<file path="config.mk">
export PLATFORM = sky130hd
export DESIGN_NAME = score_player
export DESIGN_NICKNAME = d
export VERILOG_FILES = /design/src/rtl/score_player.sv
export SDC_FILE = /design/constraint.sdc
export NUM_CORES = 1
export LEC_CHECK = 0
export ABC_CLOCK_PERIOD_IN_PS = 2900
export BUFFER_PORTS_ARGS = -buffer_cell sky130_fd_sc_hd__buf_2
export CORE_ASPECT_RATIO = 1.75
export CORE_MARGIN = 3
export CORE_UTILIZATION = 52
export DETAILED_ROUTE_END_ITERATION = 16
export PLACE_DENSITY = 0.9
export RECOVER_POWER = 100
export SKIP_CTS_REPAIR_TIMING = 1
export SLEW_MARGIN = 20
export SYNTH_ARGS = -nofsm -noshare
export SYNTH_HDL_FRONTEND = slang
export SYNTH_SLANG_ARGS = --single-unit
</file>
<file path="constraint.sdc">
create_clock -name Clock -period 2.9 [get_ports Clock]
set_input_delay 0.29 -clock Clock [delete_from_list [all_inputs] [get_ports Clock]]
set_output_delay 0.29 -clock Clock [all_outputs]
set_load 0.1 [all_outputs]
</file>
<file path="src/rtl/score_player.sv">
// Score playback sequencer: walks a score memory entry by entry, holding each
// key for its duration in beat ticks until an end marker or the segment limit.
module score_player #(
  parameter int DataLength    = 4,
  parameter int AddressBits   = 5,
  parameter int SegmentLength = 12
) (
  input  logic                   Clock,
  input  logic                   Reset,
  input  logic                   Start,
  input  logic                   Stop,
  input  logic [1:0]             ChoiceIn,
  input  logic                   BeatTick,
  input  logic [DataLength-1:0]  KeyIn,
  input  logic [DataLength-1:0]  TimeIn,
  output logic [AddressBits-1:0] Address,
  output logic                   ReadOrWrite,
  output logic [1:0]             Choice,
  output logic [DataLength-1:0]  Key,
  output logic                   NoteValid,
  output logic                   Busy,
  output logic                   Done
);

  typedef enum logic [2:0] {IDLE, FETCH, CHECK, PLAY, DONE} state_t;

  localparam logic [AddressBits-1:0] LastAddress = AddressBits'(SegmentLength - 1);
  localparam logic [DataLength-1:0]  OneBeat     = DataLength'(1);

  state_t                state;
  logic [DataLength-1:0] remaining;

  assign ReadOrWrite = 1'b1;

  // All outputs are registered and updated together with the state transition.
  always_ff @(posedge Clock or posedge Reset) begin
    if (Reset) begin
      state     <= IDLE;
      Address   <= '0;
      Choice    <= '0;
      Key       <= '0;
      remaining <= '0;
      NoteValid <= 1'b0;
      Busy      <= 1'b0;
      Done      <= 1'b0;
    end else if (Stop) begin
      state     <= IDLE;
      Address   <= '0;
      Key       <= '0;
      remaining <= '0;
      NoteValid <= 1'b0;
      Busy      <= 1'b0;
      Done      <= 1'b0;
    end else begin
      Done <= 1'b0;
      case (state)
        IDLE: begin
          if (Start) begin
            Choice  <= ChoiceIn;
            Address <= '0;
            Busy    <= 1'b1;
            state   <= FETCH;
          end
        end
        FETCH: state <= CHECK;
        CHECK: begin
          // A zero duration marks the end of the piece whatever the key is.
          if (TimeIn == '0) begin
            Done  <= 1'b1;
            state <= DONE;
          end else begin
            Key       <= KeyIn;
            remaining <= TimeIn;
            NoteValid <= (KeyIn != '0);
            state     <= PLAY;
          end
        end
        PLAY: begin
          if (BeatTick && remaining != '0) begin
            remaining <= remaining - OneBeat;
            if (remaining == OneBeat) begin
              Key       <= '0;
              NoteValid <= 1'b0;
              if (Address == LastAddress) begin
                Done  <= 1'b1;
                state <= DONE;
              end else begin
                Address <= Address + 1'b1;
                state   <= FETCH;
              end
            end
          end
        end
        DONE: begin
          Key   <= '0;
          Busy  <= 1'b0;
          state <= IDLE;
        end
        default: state <= IDLE;
      endcase
    end
  end

endmodule

</file>
== Yosys cells after proc, flatten, opt, wreduce, memory -nomap -nowiden ==
Cells that the tools add are included.
Cells by class
  multipliers: 0
  add/subtract/negate cells: 2
  reductions and logical operators: 16
  order comparisons: 0
  shift-type cells: 0
  divide/modulo/power cells: 0
  multiplexer cells: 36
  bitwise gates (word level): 1
  equal/unequal tests: 11
Operators with widths (count)
  $mux 4: 7
  $mux 5: 5
  $mux 3: 6
  $ne 3x3->1 const B: 5
  $pmux 3 s4: 1
  $pmux 4 s3: 1
  $reduce_bool 4->1: 3
  $mux 1: 11
  $pmux 5 s2: 1
  $reduce_and 3->1: 3
  $reduce_bool 3->1: 3
  $pmux 4 s2: 1
  $reduce_and 4->1: 2
  $eq 3x2->1 const B: 2
  $pmux 1 s2: 3
  $add 5x1->5 const B: 1
  $eq 5x4->1 const B: 1
  $reduce_and 5->1: 1
  $eq 4x1->1 const B: 1
  $logic_not 4->1: 1
  $sub 4x1->4 const B: 1
  $eq 3x1->1 const B: 1
  $eq 3x3->1 const B: 1
  $logic_not 3->1: 1
  3 further kinds: 3
Storage, ports and cells
  bits in latches: 0
  register bits: 21
  output and inout bits: 15
  RAM bits: 0
  memories kept: 0
  memory bits (read-only): 0

== Longest topological paths before layout ==
  depth after elaboration: 6
  depth in mapped cells: 7
  gate-level depth less buffers: 7

== Worst setup path before layout ==
OpenSTA, ideal clock, no wires.
  kind: register -> register
  start point: reg Address[0]
  end point: reg Address[3]
  slack: 0.436 ns
  required time: 2.740 ns
  stages on the path, launching flop included: 7
  setup time: 0.160 ns
  arrival time: 2.304 ns
  path through: dfrtp_1 > ha_1 > nor4bb_1 > nor4b_2 > o22ai_2 > or2_4 > o31ai_2
On the way
  longest elaborated chain between the ends: 6
Ends and longest elaborated chain
  start: declaration: line 16  | output logic [AddressBits-1:0] Address,
  start signal: assignment: line 88  | Address <= Address + 1'b1;
  $add 5x1->5: line 88
  $mux 5: line 84  | if (Address == LastAddress) begin
  $mux 5: line 81  | if (remaining == OneBeat) begin
  $mux 5: line 79  | if (BeatTick && remaining != '0) begin
  $pmux 5 s2: line 56  | case (state)
  $mux 5: line 46  | end else if (Stop) begin
Several ways; a longest one is shown, not always the timed one. The select of a mux whose other input is x is not followed.
A chain may end at the register's enable or synchronous reset.

== Worst setup path in the final report ==
  start point: reg remaining[0]
  end point: reg Address[3]
On the way
  longest elaborated chain between the ends: 4
Ends and longest elaborated chain
  start: declaration: line 31  | logic [DataLength-1:0] remaining;
  start signal: assignment: line 73  | remaining <= TimeIn;
  start signal: assignment: line 80  | remaining <= remaining - OneBeat;
  $reduce_bool 4->1: line 79
  $logic_and 1x1->1: line 79
  $ne 3x3->1 (no line)
  $reduce_and 5->1 (no line) (*)
Every way passes the cells marked *; elsewhere a longest branch is shown, timed or not.

==> results.cfg <==
[drt]
drcViolationCount = 0
routed_wirelength_um = 2940
ant_nets = 0
avgViaCountPerCell = 6.12
via_count = 1114
detailedRoute.firstPassIterationCount = 4
wl_per_cell_um = 16.2
violation_count_after_the_first_detailed_route_iteration = 28

[global_route]
use_met3_pct = 3.38
globalRouteMet1Util_pct = 23.5
first_pass_grt_wire_length_um = 5130
grt.met2_usage_pct = 39.7
number_of_global_route_vias_before_repair = 1146
antenna_found_initial = 0
maximum_number_of_pins_on_one_net_before_global_route_repair = 22
busiest_layer = met2
grt_use_total_pct = 22.1
grt_overflow_total = 0

[layout]
finish.net_count = 178
areaGrowthSynthToFinish_pct = 12.2
diodes = 0
layout-drive-gt1-share_pct = 12.0
layoutNonFillerInstCount = 182

[synth]
synthArstFlopShare_pct = 100
synth_area_in_simple_gates_pct = 23.4
post_synth_top_area_share_pct = 43.8
post_synth_fa_ha_maj_area_fraction_pct = 4.17
sequential_fraction_of_the_synthesis_area_pct = 43.8
netlist_instances = 130
ys_seq_elements = 21
syn_area_per_cell_um2 = 9.24
synthDistinctLibCells = 39
synthesis.yosys.warnings = 0
synth_edf_count = 0
postSynthNetCount = 149
synth_xor_area_share_pct = 0
mappedNetlistArea_um2 = 1200
ys_top_cells_by_area = dfrtp_1, mux2i_1, ha_1, nor2_1, nand2_1
synth_top_cell_by_area = dfrtp_1
synth-main-ff-cell = dfrtp_1
synth_top_family_by_area = simple AND/OR/NAND/NOR gates
post_synth_mux_area_share_pct = 7.71
synth-compound-area-share_pct = 16.3

[worst_setup_path]
critPathCapture = Address[3]$_DFFE_PP0P_
crit_buf_inv = 1
critical-path-slowest-cell = or4b_1
reg2regPathDepth = 7
worst_setup_path_end_kind = register
worst-path-max-fanout = 7
timing.critical_path.required_ns = 3.13
worst_setup_path_start_kind = register
r2r_end = Address[3]$_DFFE_PP0P_
cp-startpoint = remaining[0]$_DFFE_PP0P_
cp_cell_sequence = inv_1 -> ha_1 -> or4b_1 -> nor4b_1 -> o22ai_1 -> or2_0 -> o31ai_2
crit_cells = 7
cpPeakStageDelay_ns = 0.48
timing.rr.start = remaining[0]$_DFFE_PP0P_
dominant_delay_contributor_by_cell_family_on_the_critical_path = simple AND/OR/NAND/NOR gates
timing.setup.critical_path_class = reg -> reg
ff2ff_setup_slack_ns = 0.36
timing.critical_path.arrival_ns = 2.77

[timing]
layout_worst_path_cycle_share_pct = 87.5
finalMaxSlewViolations = 0
max_freq_mhz = 394
worstMarginPinSlew_ns = 1.18
layout_min_cycle_time_ns = 2.54
timing.clock.skew_ns = 0.00329
finalHoldViolations = 0
setup_total_negative_slack_ns = 0
slew-limit-headroom_pct = 21.4
report.final.setup_viol = 0
setup_repair_after_global_routing_missed_its_margin = no

[floorplanning]
io_pins = 30
fp-row-count = 22
die_area_um2 = 2950
initial_util_pct = 55.9
area_of_the_core_region_um2 = 2150
die_h_um = 69.6
die_x_um = 42.3

[run_status]
outcome = completed

[power_and_ir_drop]
static_power_due_to_leakage_nw = 0.614
powerDensity_nw_per_um2 = 633
largest_vdd_supply_drop_v = 0.000368

[clocking]
numCtsBuffers = 3
later_pin_clock_latency_in_the_skew_report_ns = 0.32
clkTransAtPathRegs_ns = 0.12
cts_h_tree_lvls = 1
clock_tree.root_cell = clkbuf_4
ctsLongestPathBuffers = 2
tritoncts_num_sinks = 21
tritoncts = built

[min_path]
min_path_type = in -> async

[place]
place_inst = 178
io_buffer_count = 28
post-dp-hpwl_um = 2270
gpl.final_weighted_congestion = 0.860

[run]
maxCapViolCount = 0
-- worst min-delay path by stage --
| stage | start | end | slack (ns) |
|---|---|---|---|
| after floorplan | Reset | Address[0]$_DFFE_PP0P_ | 0.27 |
| after global placement | Reset | Done$_DFF_PP0_ | 0.46 |
| after detailed placement | Reset | Done$_DFF_PP0_ | 0.49 |
| after CTS | Reset | Address[2]$_DFFE_PP0P_ | 0.14 |
| after global routing | Reset | Address[1]$_DFFE_PP0P_ | 0.16 |
| final | Reset | Address[2]$_DFFE_PP0P_ | 0.10 |
-- per-layer routing --
layer	wire length (um)	share of wire [%]
met5	0	0
met4	105	3.6
met3	158	5.4
met2	1630	55
met1	1050	36
-- cells in the mapped netlist (2+ instances only) --
cell type / count
o21ai_1: 7
nor2_1: 13
o31ai_1: 2
nand2_1: 12
clkbuf_1: 3
mux2_1: 2
nor4_1: 3
and2_1: 5
nor3_1: 2
a21oi_1: 7
ha_1: 4
nand3_1: 6
mux2i_1: 7
inv_1: 9
o21ai_0: 3
or4_1: 2
dfrtp_1: 21
-- per-stage QoR --
stage	setup WS [ns]	instance area, um^2	total power (W)	utilization (%)	hold WS (ns)
detailed placement	0.544	1350	0.000717	63.0	0.486
finish	0.362	1350	0.000853	62.8	0.104
global route	0.204	1350	0.000891	62.8	0.161
CTS	0.499	1380	0.000859	64.3	0.137
global placement	0.696	1350	0.000701	63.0	0.460
floorplan	0.436	1200	0.000647	-	0.267
-- cell type report --
cell class              count  area [um^2]
well taps                  24         30.0
repair buffers             28          123
inverters                   9         33.8
flip-flops and latches     21          526
fillers                   185          800
multi-input cells          96          608
clock inverters             1         5.00
clock buffers               3         22.5
-- flip-flops by register name (all words and copies together) (netlist names) --
name	cells
Key	4
state	3
Address	5
Choice	2
Done	1
Busy	1
remaining	4
NoteValid	1
-- cell families after synthesis --
| kind of cell | after synthesis |
|---|---|
| compound gates | 29 |
| fa+ha+maj | 4 |
| buf+inv | 13 |
| flops | 21 |
| mux | 9 |
| other cells | 1 |
| simple gates | 53 |
-- cells in the final DEF (no fill, tap or decap), types with 2 or more instances in the layout --
cell	count
nand2_1	12
buf_2	14
o21ai_1	5
o31ai_1	2
clkbuf_4	3
nor4_1	3
inv_1	9
nor2_1	13
ha_1	4
o21ai_0	5
a21oi_1	7
mux2_1	2
and2_1	5
dfrtp_1	21
mux2i_1	7
clkbuf_1	14
nand3_1	6
or4_1	2
nor3_1	2
-- power by group --
group	leakage, nW	switching, W	internal, W
clock	0.0177	0.0000972	0.0000517
sequential	0.283	0.0000448	0.000325
combinational	0.313	0.000260	0.0000750
Note: power is estimated with default switching activity, not from simulation.
